**src/rtl/t03_dpu_frame_scheduler.sv**
```systemverilog
// Frame-synchronous update scheduler: game logic hands over display state with a
// four-phase req/ack handshake, and the DPU shadow copy is refreshed only at vblank start.
module t03_dpu_frame_scheduler #(
  parameter int V_ACTIVE = 600,
  parameter int X_MAX    = 760,
  parameter int Y_MAX    = 500
) (
  input  logic        clk,
  input  logic        rst,
  input  logic [10:0] Hcnt,
  input  logic [10:0] Vcnt,
  input  logic        req,
  input  logic [2:0]  gameState_in,
  input  logic [1:0]  p1State_in,
  input  logic [1:0]  p2State_in,
  input  logic [3:0]  p1health_in,
  input  logic [3:0]  p2health_in,
  input  logic [10:0] x1_in,
  input  logic [10:0] x2_in,
  input  logic [10:0] y1_in,
  input  logic [10:0] y2_in,
  input  logic        p1Left_in,
  input  logic        p2Left_in,
  output logic        ack,
  output logic        busy,
  output logic [2:0]  gameState,
  output logic [1:0]  p1State,
  output logic [1:0]  p2State,
  output logic [3:0]  p1health,
  output logic [3:0]  p2health,
  output logic [10:0] x1,
  output logic [10:0] x2,
  output logic [10:0] y1,
  output logic [10:0] y2,
  output logic        p1Left,
  output logic        p2Left,
  output logic        vblank,
  output logic        frame_start,
  output logic [7:0]  frame_cnt
);

  typedef enum logic [1:0] {IDLE, PENDING, ACK} state_t;

  state_t state, state_next;
  logic   vbs;
  logic   frame_origin;
  logic   commit;

  assign vbs          = (Hcnt == 11'd0) && (Vcnt == 11'(V_ACTIVE));
  assign frame_origin = (Hcnt == 11'd0) && (Vcnt == 11'd0);
  assign commit       = (state == PENDING) && vbs;

  function automatic logic [10:0] clamp_coord(input logic [10:0] val, input logic [10:0] lim);
    return (val > lim) ? lim : val;
  endfunction

  function automatic logic [3:0] clamp_health(input logic [3:0] val);
    return (val > 4'd9) ? 4'd9 : val;
  endfunction

  always_ff @(posedge clk) begin
    if (rst) state <= IDLE;
    else     state <= state_next;
  end

  // A vbs seen in IDLE is deliberately ignored; the commit waits for the next frame.
  always_comb begin
    state_next = state;
    case (state)
      IDLE:    if (req)  state_next = PENDING;
      PENDING: if (vbs)  state_next = ACK;
      ACK:     if (!req) state_next = IDLE;
      default:           state_next = IDLE;
    endcase
  end

  always_comb begin
    ack  = 1'b0;
    busy = 1'b0;
    case (state)
      PENDING: busy = 1'b1;
      ACK:     ack  = 1'b1;
      default: ;
    endcase
  end

  always_ff @(posedge clk) begin
    if (rst) begin
      gameState <= '0;
      p1State   <= '0;
      p2State   <= '0;
      p1health  <= '0;
      p2health  <= '0;
      x1        <= '0;
      x2        <= '0;
      y1        <= '0;
      y2        <= '0;
      p1Left    <= 1'b0;
      p2Left    <= 1'b0;
    end else if (commit) begin
      gameState <= gameState_in;
      p1State   <= p1State_in;
      p2State   <= p2State_in;
      p1health  <= clamp_health(p1health_in);
      p2health  <= clamp_health(p2health_in);
      x1        <= clamp_coord(x1_in, 11'(X_MAX));
      x2        <= clamp_coord(x2_in, 11'(X_MAX));
      y1        <= clamp_coord(y1_in, 11'(Y_MAX));
      y2        <= clamp_coord(y2_in, 11'(Y_MAX));
      p1Left    <= p1Left_in;
      p2Left    <= p2Left_in;
    end
  end

  always_ff @(posedge clk) begin
    if (rst) begin
      vblank      <= 1'b0;
      frame_start <= 1'b0;
      frame_cnt   <= 8'd0;
    end else begin
      vblank      <= (Vcnt >= 11'(V_ACTIVE));
      frame_start <= frame_origin;
      if (frame_origin) frame_cnt <= frame_cnt + 8'd1;
    end
  end

endmodule

```
**config.mk**
```make
export PLATFORM = sky130hd
export DESIGN_NAME = t03_dpu_frame_scheduler
export DESIGN_NICKNAME = d
export VERILOG_FILES = /design/src/rtl/t03_dpu_frame_scheduler.sv
export SDC_FILE = /design/constraint.sdc
export NUM_CORES = 1
export LEC_CHECK = 0
export ABC_AREA = 1
export BUFFER_PORTS_ARGS = -buffer_cell sky130_fd_sc_hd__buf_2
export CAP_MARGIN = 20
export CORE_ASPECT_RATIO = 0.75
export CORE_MARGIN = 5
export CORE_UTILIZATION = 35
export CTS_CLUSTER_DIAMETER = 50
export DETAILED_ROUTE_END_ITERATION = 10
export HOLD_SLACK_MARGIN = 0.1
export PLACE_DENSITY = 0.63
export SLEW_MARGIN = 20
export SYNTH_ARGS = -nofsm -noshare
export SYNTH_HDL_FRONTEND = slang
export SYNTH_SLANG_ARGS = --single-unit
```
**constraint.sdc**
```tcl
create_clock -name clk -period 1.3 [get_ports clk]
set_input_delay 0.26 -clock clk [delete_from_list [all_inputs] [get_ports clk]]
set_output_delay 0.26 -clock clk [all_outputs]
set_load 0.01 [all_outputs]
```
Word-level counts from Yosys, hierarchy flattened
Index checks and enable logic that the tools add are counted.
Word-level totals
  register bits after elaboration: 73
  input port bits: 86
  logic and storage cells: 48
Cells by class
  $add $sub $neg: 1
  magnitude comparators: 7
  eq/ne operators: 6
  muxes and demuxes: 12
  reductions and logical operators: 7
Operators by type and width (number)
  two-way mux 11 bit: 4
  > comparator 11 x 10 -> 1 bit (second input constant): 2
  > comparator 11 x 9 -> 1 bit (second input constant): 2
  zero test 11 bit: 2
  == test 11 x 10 -> 1 bit (second input constant): 1
  >= comparator 11 x 10 -> 1 bit (second input constant): 1
  adder 8 x 1 -> 8 bit (second input constant): 1
  > comparator 4 bit (second input constant): 2
  two-way mux 4 bit: 2
  two-way mux 2 bit: 3
  inequality test 2 bit (second input constant): 3
  case mux 2 bit (3 select lines): 1
  logical AND 1 bit: 3
  AND reduction 3 bit: 1
  == test 2 x 1 -> 1 bit (second input constant): 1
  == test 2 bit (second input constant): 1
  zero test 2 bit: 1
  two-way mux 1 bit: 2

Depth between registers and ports, before layout
Gate-level depths: netlist (run 1).
  word-level depth: 4
  gate-level depth with buffers: 10

Worst setup path after synthesis (run 1)
OpenSTA, ideal clock, no wires.
  path kind: input -> register
  from: input Vcnt[10]
  to: register p1Left
  data arrival time: 1.160 ns
  path slack: 0.024 ns
  stages on the path: 9
  buffers on the path: 1
  cell sequence: inv_1 > nand2_1 > nor2_2 > nand2_1 > nor2_2 > nand3_4 > buf_6 > o21ai_0 > nor2_1
On the way
  longest elaborated chain between the ends: 3
RTL lines
  start: declaration: RTL line 11  | input logic [10:0] Vcnt,
  == test 11 x 10 -> 1 bit: RTL line 49  | assign vbs = (Hcnt == 11'd0) && (Vcnt == 11'(V_ACTIVE));
  logical AND 1 bit: RTL line 49
  logical AND 1 bit: RTL line 51  | assign commit = (state == PENDING) && vbs;
  end signal: assignment: RTL line 110  | p1Left <= p1Left_in;
  end: declaration: RTL line 35  | output logic p1Left,
No other way between the ends.
A chain may end at the register's enable or synchronous reset.

Final worst setup path (run 1)
  from: input Hcnt[7]
  to: register x1[6]
On the way
  longest elaborated chain between the ends: 3
RTL lines
  start: declaration: RTL line 10  | input logic [10:0] Hcnt,
  zero test 11 bit: RTL line 49
  logical AND 1 bit: RTL line 49
  logical AND 1 bit: RTL line 51
  end signal: assignment: RTL line 106  | x1 <= clamp_coord(x1_in, 11'(X_MAX));
  end: declaration: RTL line 31  | output logic [10:0] x1,
No other way between the ends.

==> results.json, run 1 <==
{
  "status": "complete, no violations",
  "comb_power_share_pct": 8.4,
  "hold_class": "in -> reg",
  "min_period_ps": 1300,
  "relSlewSlack_pct": 80.5,
  "rsz0062_at_grt": "yes",
  "fp.dieArea_um2": 12100,
  "grt_max_degree": 33,
  "synth_most_common_cell": "nor2_1",
  "nets": 796,
  "grtUsageTotal_pct": 16.9,
  "synth_warnings": 0,
  "cp.required_ps": 1520,
  "synth-compound-area-share_pct": 7.61,
  "reg2reg_depth": 7,
  "p_per_area_nw_per_um2": 1070,
  "synth_flop_cell": "dfxtp_1",
  "synth_top_area_share_pct": 41.9,
  "rows": 31,
  "cts_tree": "done",
  "hp-start": "y1_in[4]",
  "syn2layout_area_growth_pct": 48.0,
  "synth-adder-area-share_pct": 0.359,
  "p_leak_nw": 2.68,
  "cp.arrival_ps": 1520,
  "whs_ps": 152,
  "synth_top_cell_by_area": "dfxtp_1",
  "stdcell_area_um2": 5160,
  "p_int_w": 0.00434,
  "antenna_cells": 0,
  "grt_antenna_before_repair": 0,
  "portBuffers": 158,
  "fmax_ghz": 0.771,
  "ctsHtreeMaxLevel": 3,
  "fin_util_pct": 53.2,
  "drt_wl_total_mm": 10.5,
  "die_h_um": 96.4,
  "reg2reg_from": "state[0]",
  "ir_drop_uv": 655,
  "syn_area_per_cell_um2": 6.62,
  "grt_pass1_vias": 3682,
  "synth_top_family_by_area": "simple AND/OR/NAND/NOR gates",
  "syn_nets": 613,
  "critPathLaunchType": "primary input",
  "die_w_um": 125,
  "synth_simple_gate_area_share_pct": 37.3,
  "drc": 0,
  "endpoint_kind": "flip-flop",
  "num_io_pins": 159,
  "place_congestion": 0.848,
  "synth_xor_xnor_area_share_pct": 1.26,
  "viasPerCell": 4.49,
  "fin_ws_ps": 2.64,
  "synth_cells": 526,
  "dr_total_vias": 3798,
  "start_util_pct": 35.9,
  "period_share_pct": 99.8,
  "cp_max_fo": 8,
  "setup_violations": 0,
  "rr_endpoint": "y1[6]",
  "critical_path_class": "in -> reg",
  "place_hpwl_mm": 7.79,
  "ys_top_cells_by_area": "dfxtp_1, nor2_1, nand2_1",
  "cts_buffer_depth": 2,
  "reg2reg_slack_ps": 70,
  "cts_sinks": 73,
  "gr-total-overflow": 0,
  "yosys_register_bits": 73,
  "synth.distinct_cells": 27,
  "seq_area_frac_synth_pct": 41.9,
  "synth_commonest_cells": "nor2_1, nand2_1, dfxtp_1",
  "fin_worst_skew_ps": 5.52,
  "hold_violations": 0,
  "drtIter0Drc": 180,
  "clk_latency_ps": 330,
  "hold_depth": 3,
  "synthMuxAreaShare_pct": 0,
  "path_clk_slew_ps": 60,
  "drt_first_pass_iters": 4,
  "cts_made_buffers": 9,
  "final_layout_size_suffix_gt1_share_pct": 33.9,
  "syn_area_um2": 3480,
  "p_switching_w": 0.00119,
  "core-area_um2": 9700,
  "synth_edf_count": 0,
  "min_to": "y1[4]",
  "clock-root-buffer": "clkbuf_16",
  "place_area_um2": 4540,
  "wl_per_cell_um": 12.4,
  "ant_nets": 0,
  "grt_pass1_wl_mm": 16.6,
  "swShare_pct": 21.5,
  "drv_slew": 0,
  "dp_slack_ps": -272,
  "ys_async_sr_fraction_pct": 0,
  "maxCapViolations": 0,
  "pwr-share-clk_pct": 51.0,
  "worst_pin_slew_ps": 293,
  "power_frac_seq_pct": 40.5
}
-- area by class of cell --
class,count,area [um^2]
multi-input combinational,363,1690
tap,132,165
inverter,71,272
clock inverter,6,115
timing repair buffer,191,1220
clock buffer,10,229
sequential,73,1470
fill,957,4540
-- stage by stage --
stage | instances | setup TNS [ps] | total power (W)
2_1_floorplan | 526 | 0 | 0.00246
3_3_place_gp | 818 | -9690 | 0.00269
3_5_place_dp | 818 | -12720 | 0.00270
4_1_cts | 838 | -1.61 | 0.00559
5_1_grt | 846 | -1070 | 0.00576
6_report | 846 | 0 | 0.00553
-- layout by cell type (no fill, tap or decap), types with 11 or more instances in the layout --
cell,netlist,layout
nand2_1,120,120
buf_2,4,152
o21ai_0,18,15
nand3_1,29,28
buf_4,3,20
inv_1,67,66
nor2_1,129,121
dfxtp_1,73,69
a21oi_1,29,23
clkbuf_16,0,11
-- worst max-delay path by stage --
stage | startpoint | depth (start not counted) | slack (ps) | to
finish | Hcnt[7] | 11 | 3 | x1[6]
global route | Hcnt[2] | 11 | -80 | x1[6]
CTS | state[0] | 4 | -2 | busy
detailed placement | Vcnt[10] | 10 | -270 | x1[7]
global placement | Vcnt[10] | 10 | -210 | x2[3]
floorplan | Vcnt[10] | 9 | 20 | p1Left
-- power by group through the flow --
stage	clock, W	sequential, W	combinational [W]
CTS	0.00292	0.00224	0.000432
global placement	0	0.00229	0.000400
finish	0.00282	0.00224	0.000467
global route	0.00300	0.00224	0.000520
floorplan	0	0.00229	0.000168
detailed placement	0	0.00229	0.000407
-- cell families (layout without fill, tap and decap cells) --
| kind of cell | count (synthesis) | in the layout |
|---|---|---|
| fa+ha+maj | 1 | 1 |
| compound gates | 51 | 51 |
| buf+inv | 90 | 278 |
| simple gates | 306 | 306 |
| xor+xnor | 5 | 5 |
| flops | 73 | 73 |
-- what timing repair did --
item,4_1_cts,5_1_grt
hold buffers,0,0
buffers inserted,4,7
pin swaps,1,24
resized for setup,8,31
endpoints found under the setup margin,8,46
cloned,0,2
-- routing by layer --
metal / vias to the layer above / wire length [um] / GRT usage [%]
met1: 1679 / 4660 / 20.5
met2: 122 / 4780 / 28.5
met3: 10 / 933 / 6.65
met4: 0 / 97 / 4.42
li1: 1987 / - / -
met5: - / 0 / 0
-- state kept, by name (all words and copies together), names as in the netlist, 2 cells and up --
name / count
y1: 11
gameState: 3
x2: 11
p1State: 2
y2: 11
p2health: 4
p1health: 4
x1: 11
state: 2
frame_cnt: 8
p2State: 2
-- critical path: stages --
cell and delay (ps):
buf_6 90, nor2_4 80, nand2_1 50, nor2_1 130, nand2_2 130, nor2_8 260
buf_12 140, clkbuf_16 130, nand3_2 60, nor2_1 110, nor2_1 50
Note: power is estimated with default switching activity, not from simulation.
==> run 2: changes to the inputs <==
--- a/config.mk
+++ b/config.mk
@@ -7,7 +7,6 @@
 export LEC_CHECK = 0
 export ABC_AREA = 1
 export BUFFER_PORTS_ARGS = -buffer_cell sky130_fd_sc_hd__buf_2
-export CAP_MARGIN = 20
 export CORE_ASPECT_RATIO = 0.75
 export CORE_MARGIN = 5
 export CORE_UTILIZATION = 35
==> constraint.sdc (replaced) <==
create_clock -name clk -period 1.3 [get_ports clk]
set_input_delay 0.195 -clock clk [delete_from_list [all_inputs] [get_ports clk]]
set_output_delay 0.195 -clock clk [all_outputs]
set_load 0.01 [all_outputs]
==> results.json, run 2 (synthesis results as in run 1) <==
{
  "rows": 31,
  "cp.arrival_ps": 1070,
  "relSlewSlack_pct": 81.4,
  "cts_made_buffers": 9,
  "reg2reg_depth": 7,
  "drv_slew": 0,
  "cts_sinks": 73,
  "worst_pin_slew_ps": 279,
  "setup_violations": 0,
  "cts_tree": "done",
  "p_leak_nw": 2.63,
  "start_util_pct": 35.9,
  "critical_path_class": "reg -> out",
  "portBuffers": 158,
  "hold_class": "in -> reg",
  "die_h_um": 96.4,
  "core-area_um2": 9700,
  "fin_ws_ps": 39.7,
  "fp.dieArea_um2": 12100,
  "status": "complete, no violations",
  "ant_nets": 0,
  "grt_pass1_vias": 3656,
  "syn2layout_area_growth_pct": 43.5,
  "whs_ps": 107,
  "path_clk_slew_ps": 60,
  "rsz0062_at_grt": "yes",
  "dp_slack_ps": -191,
  "drtIter0Drc": 257,
  "antenna_cells": 0,
  "wl_per_cell_um": 12.2,
  "viasPerCell": 4.49,
  "mostFrequentLayoutCells": "buf_2, nor2_1, nand2_1",
  "fin_util_pct": 51.6,
  "ctsHtreeMaxLevel": 3,
  "clock-root-buffer": "clkbuf_16",
  "grtUsageTotal_pct": 17.1,
  "reg2reg_slack_ps": 40,
  "dr_total_vias": 3787,
  "gr-total-overflow": 0,
  "hold_violations": 0,
  "hp-start": "y2_in[5]",
  "cts_buffer_depth": 2,
  "reg2reg_from": "state[0]",
  "hold_depth": 3,
  "fin_worst_skew_ps": 3.87,
  "grt_max_degree": 33,
  "grt_antenna_before_repair": 0,
  "rr_endpoint": "y1[5]",
  "critPathLaunchType": "flip-flop",
  "drc": 0,
  "clk_latency_ps": 320,
  "maxCapViolations": 0,
  "min_to": "y2[5]",
  "place_hpwl_mm": 7.85,
  "fmax_ghz": 0.793,
  "nets": 793,
  "num_io_pins": 159,
  "cp_max_fo": 3,
  "grt_pass1_wl_mm": 16.7,
  "drt_wl_total_mm": 10.3,
  "period_share_pct": 96.9,
  "ir_drop_uv": 580,
  "p_per_area_nw_per_um2": 1100,
  "min_period_ps": 1260,
  "cp.required_ps": 1110,
  "drt_first_pass_iters": 4,
  "place_congestion": 0.847,
  "die_w_um": 125,
  "final_common_cell": "buf_2",
  "final_layout_size_suffix_gt1_share_pct": 31.2,
  "endpoint_kind": "output pin",
  "nFillCells": 996
}
[run 2: final cells by class]
| class | count | area, um^2 | area share [%] |
|---|---|---|---|
| clock inverter | 6 | 115 | 2.30 |
| sequential | 73 | 1470 | 29.4 |
| tap | 132 | 165 | 3.30 |
| inverter | 71 | 268 | 5.35 |
| clock buffer | 10 | 229 | 4.58 |
| multi-input combinational | 363 | 1640 | 32.8 |
| timing repair buffer | 188 | 1120 | 22.3 |
[run 2: repair_timing]
action                                  CTS  global route
pin swaps                                 1            10
setup buffers                             3             1
endpoints found under the setup margin    9            16
gates resized for setup                   7             7
endpoints found under the hold margin     6             0
hold buffers                              6             0
[run 2: worst max-delay path by stage]
stage	startpoint	endpoint	slack (ps)
3_5_place_dp	Vcnt[10]	x2[4]	-190
4_1_cts	state[0]	y1[5]	-0.6
2_1_floorplan	state[0]	x1[3]	60
6_report	state[0]	busy	40
3_3_place_gp	Vcnt[10]	x2[3]	-140
5_1_grt	state[0]	y2[4]	-50
[run 2: per-stage QoR]
step	TNS, ps	cells	instance area, um^2	total power [W]
6_report	0	843	5000	0.00552
3_5_place_dp	-8100	817	4520	0.00269
5_1_grt	-384	843	5000	0.00575
2_1_floorplan	0	526	3480	0.00246
3_3_place_gp	-5310	817	4520	0.00269
4_1_cts	-0.570	842	4980	0.00559
[run 2: per-layer routing]
| metal | routed length, um | vias to the layer above | global-route usage [%] | part of all wire, % |
|---|---|---|---|---|
| met5 | 0 | - | 0 | 0 |
| met4 | 72 | 0 | 4.33 | 0.70 |
| met3 | 857 | 9 | 6.59 | 8.4 |
| met2 | 4750 | 134 | 29.1 | 46 |
| met1 | 4580 | 1664 | 20.8 | 45 |
| li1 | - | 1980 | - | - |
[run 2: worst max-delay path, stage by stage, from the launching register on]
cell and delay, ps:
dfxtp_2 330, inv_2 50, nor2_4 130, buf_6 130, buf_6 100
[run 2: report_power, final]
part           internal [W]  switching [W]
sequential          0.00224     0.00000239
clock               0.00188       0.000940
combinational      0.000210       0.000239
total               0.00433        0.00118
==> run 3: changes to the inputs <==
--- a/config.mk
+++ b/config.mk
@@ -5,7 +5,6 @@
 export SDC_FILE = /design/constraint.sdc
 export NUM_CORES = 1
 export LEC_CHECK = 0
-export ABC_AREA = 1
 export BUFFER_PORTS_ARGS = -buffer_cell sky130_fd_sc_hd__buf_2
 export CORE_ASPECT_RATIO = 0.75
 export CORE_MARGIN = 5
@@ -13,7 +12,7 @@
 export CTS_CLUSTER_DIAMETER = 50
 export DETAILED_ROUTE_END_ITERATION = 10
 export HOLD_SLACK_MARGIN = 0.1
-export PLACE_DENSITY = 0.63
+export PLACE_DENSITY = 0.75
 export SLEW_MARGIN = 20
 export SYNTH_ARGS = -nofsm -noshare
 export SYNTH_HDL_FRONTEND = slang
==> results.json, run 3 <==
{
  "critical-path-slowest-cell": "dfxtp_2",
  "portBuffers": 158,
  "synth_top_cell_by_area": "dfxtp_1",
  "endpoint_kind": "flip-flop",
  "drt_wl_total_mm": 11.7,
  "cts_buffer_depth": 2,
  "syn_area_um2": 3100,
  "path_buf_inv": 1,
  "reg2reg_from": "state[1]",
  "dr_total_vias": 3695,
  "p_leak_nw": 2.43,
  "syn_nets": 430,
  "synth_most_common_cell": "dfxtp_1",
  "synth.distinct_cells": 35,
  "ys_async_sr_fraction_pct": 0,
  "drc": 0,
  "die_w_um": 119,
  "ant_nets": 0,
  "ctsHtreeMaxLevel": 3,
  "viasPerCell": 5.47,
  "wl_per_cell_um": 17.4,
  "period_share_pct": 117,
  "place_area_um2": 4550,
  "synth_warnings": 0,
  "start_util_pct": 36.3,
  "power_w": 0.00532,
  "critPathTopFamily": "simple AND/OR/NAND/NOR gates",
  "setup_violations": 68,
  "ir_drop_uv": 733,
  "fin_ws_ps": -219,
  "num_io_pins": 159,
  "final_cell_count_no_fill": 676,
  "cts_made_buffers": 9,
  "critPathLaunchType": "flip-flop",
  "syn2layout_area_growth_pct": 75.5,
  "seq_area_frac_synth_pct": 47.2,
  "hold_violations": 0,
  "die_h_um": 91.4,
  "path_clk_slew_ps": 60,
  "gr-total-overflow": 0,
  "synth_cells": 343,
  "hold_class": "in -> reg",
  "clock-root-buffer": "clkbuf_16",
  "synth_edf_count": 0,
  "cp_max_fo": 10,
  "grtUsageTotal_pct": 20.7,
  "syn_area_per_cell_um2": 9.02,
  "critical_path_class": "reg -> reg",
  "ys_top_cells_by_area": "dfxtp_1, a21oi_1, o221a_2",
  "path_depth": 5,
  "drtIter0Drc": 276,
  "hp-start": "gameState_in[2]",
  "grt_pass1_wl_mm": 18.7,
  "dp_cells": 641,
  "clk_latency_ps": 320,
  "cp.arrival_ps": 1740,
  "grt_pass1_vias": 3719,
  "core-area_um2": 8530,
  "cp.required_ps": 1520,
  "cts_tree": "done",
  "crit_start": "state[1]",
  "violations": "setup timing",
  "nets": 650,
  "synth_commonest_cells": "dfxtp_1, a21oi_1, o21ai_0",
  "cts_sinks": 73,
  "synth_flop_cell": "dfxtp_1",
  "yosys_register_bits": 73,
  "drt_first_pass_iters": 5,
  "rsz0062_at_grt": "yes",
  "final_layout_size_suffix_gt1_share_pct": 56.5,
  "rows": 29,
  "hold_depth": 3,
  "fmax_ghz": 0.658,
  "worst_pin_slew_ps": 334,
  "critPathMaxStageDelay_ps": 320,
  "fin_worst_skew_ps": 4.40,
  "drv_slew": 0,
  "mostFrequentLayoutCells": "buf_2, dfxtp_1, buf_4",
  "relSlewSlack_pct": 77.5,
  "maxCapViolations": 0,
  "place_congestion": 0.826,
  "fp.dieArea_um2": 10800,
  "stdcell_area_um2": 5430,
  "synth_top_area_share_pct": 47.2,
  "p_per_area_nw_per_um2": 979,
  "grt_max_degree": 24,
  "grt_antenna_before_repair": 0,
  "place_hpwl_mm": 8.11,
  "min_period_ps": 1520,
  "antenna_cells": 0,
  "final_common_cell": "buf_2",
  "worstPathCellList": "and3b_2 -> and4_4 -> buf_12 -> o2111ai_4 -> o221a_4",
  "fin_util_pct": 63.7,
  "status": "finished, violations left",
  "cts_hold_buf": 0,
  "reg2reg_depth": 5
}
## run 3: cell types whose count changed in the layout (fill, tap and decap cells not counted), sizes merged, moves of 13 or more
cell   before  now
nor2      135   10
buf       182  233
a21oi      29   42
nand3      31   18
inv        71   17
nand2     124   15
and3        0   13
## run 3: stage by stage
stage / TNS (ps) / worst slack [ps] / hold WS, ps
after floorplan: -3660 / -133 / 312
after global placement: -22730 / -370 / 446
after detailed placement: -24020 / -445 / 459
after CTS: -9190 / -218 / 114
after global routing: -13980 / -274 / 129
final: -9820 / -219 / 130
## run 3: worst register-to-register path: stages, from the launching register on
cell,delay (ps)
dfxtp_2,320
and3b_2,240
and4_4,240
buf_12,150
o2111ai_4,190
o221a_4,290
## run 3: routing by layer
layer / up-vias / GRT usage (%) / part of all wire, %
met4: 0 / 6.52 / 2.4
met3: 22 / 5.84 / 7.7
met5: - / 0 / 0
met2: 172 / 32.7 / 48
met1: 1750 / 27.3 / 42
li1: 1751 / - / -
## run 3: cells by family (layout without fill, tap and decap cells)
group | Yosys count | in the layout | share of synthesized area (%)
compound gates | 118 | 118 | 25.4
simple gates | 106 | 106 | 20.5
flops | 73 | 73 | 47.2
buf+inv | 44 | 269 | 6.10
fa+ha+maj | 1 | 1 | 0.404
mux | 1 | 1 | 0.364
## run 3: what timing repair did
item	CTS	global route
setup buffers	11	5
cloned	5	0
endpoints found under the setup margin	71	72
endpoints found under the hold margin	0	0
resized for setup	44	42
pin swaps	26	18
## run 3: final cells by class
type | instances | area, um^2
tap | 108 | 135
inverter | 17 | 63.8
sequential | 73 | 1470
multi-input combinational | 226 | 1790
timing repair buffer | 236 | 1650
fill | 698 | 3100
clock buffer | 11 | 243
clock inverter | 5 | 78.8
## run 3: final timing paths
path / to / slack [ps]
min: gameState[2] / 130
min reg2reg: p1health[3] / 470
max reg2reg: x1[6] / -220
max: x1[6] / -220
## run 3: power by group
group          internal, W  leakage [nW]  switching (W)
clock              0.00173         0.159       0.000926
sequential         0.00224         0.592     0.00000255
combinational     0.000206          1.67       0.000216
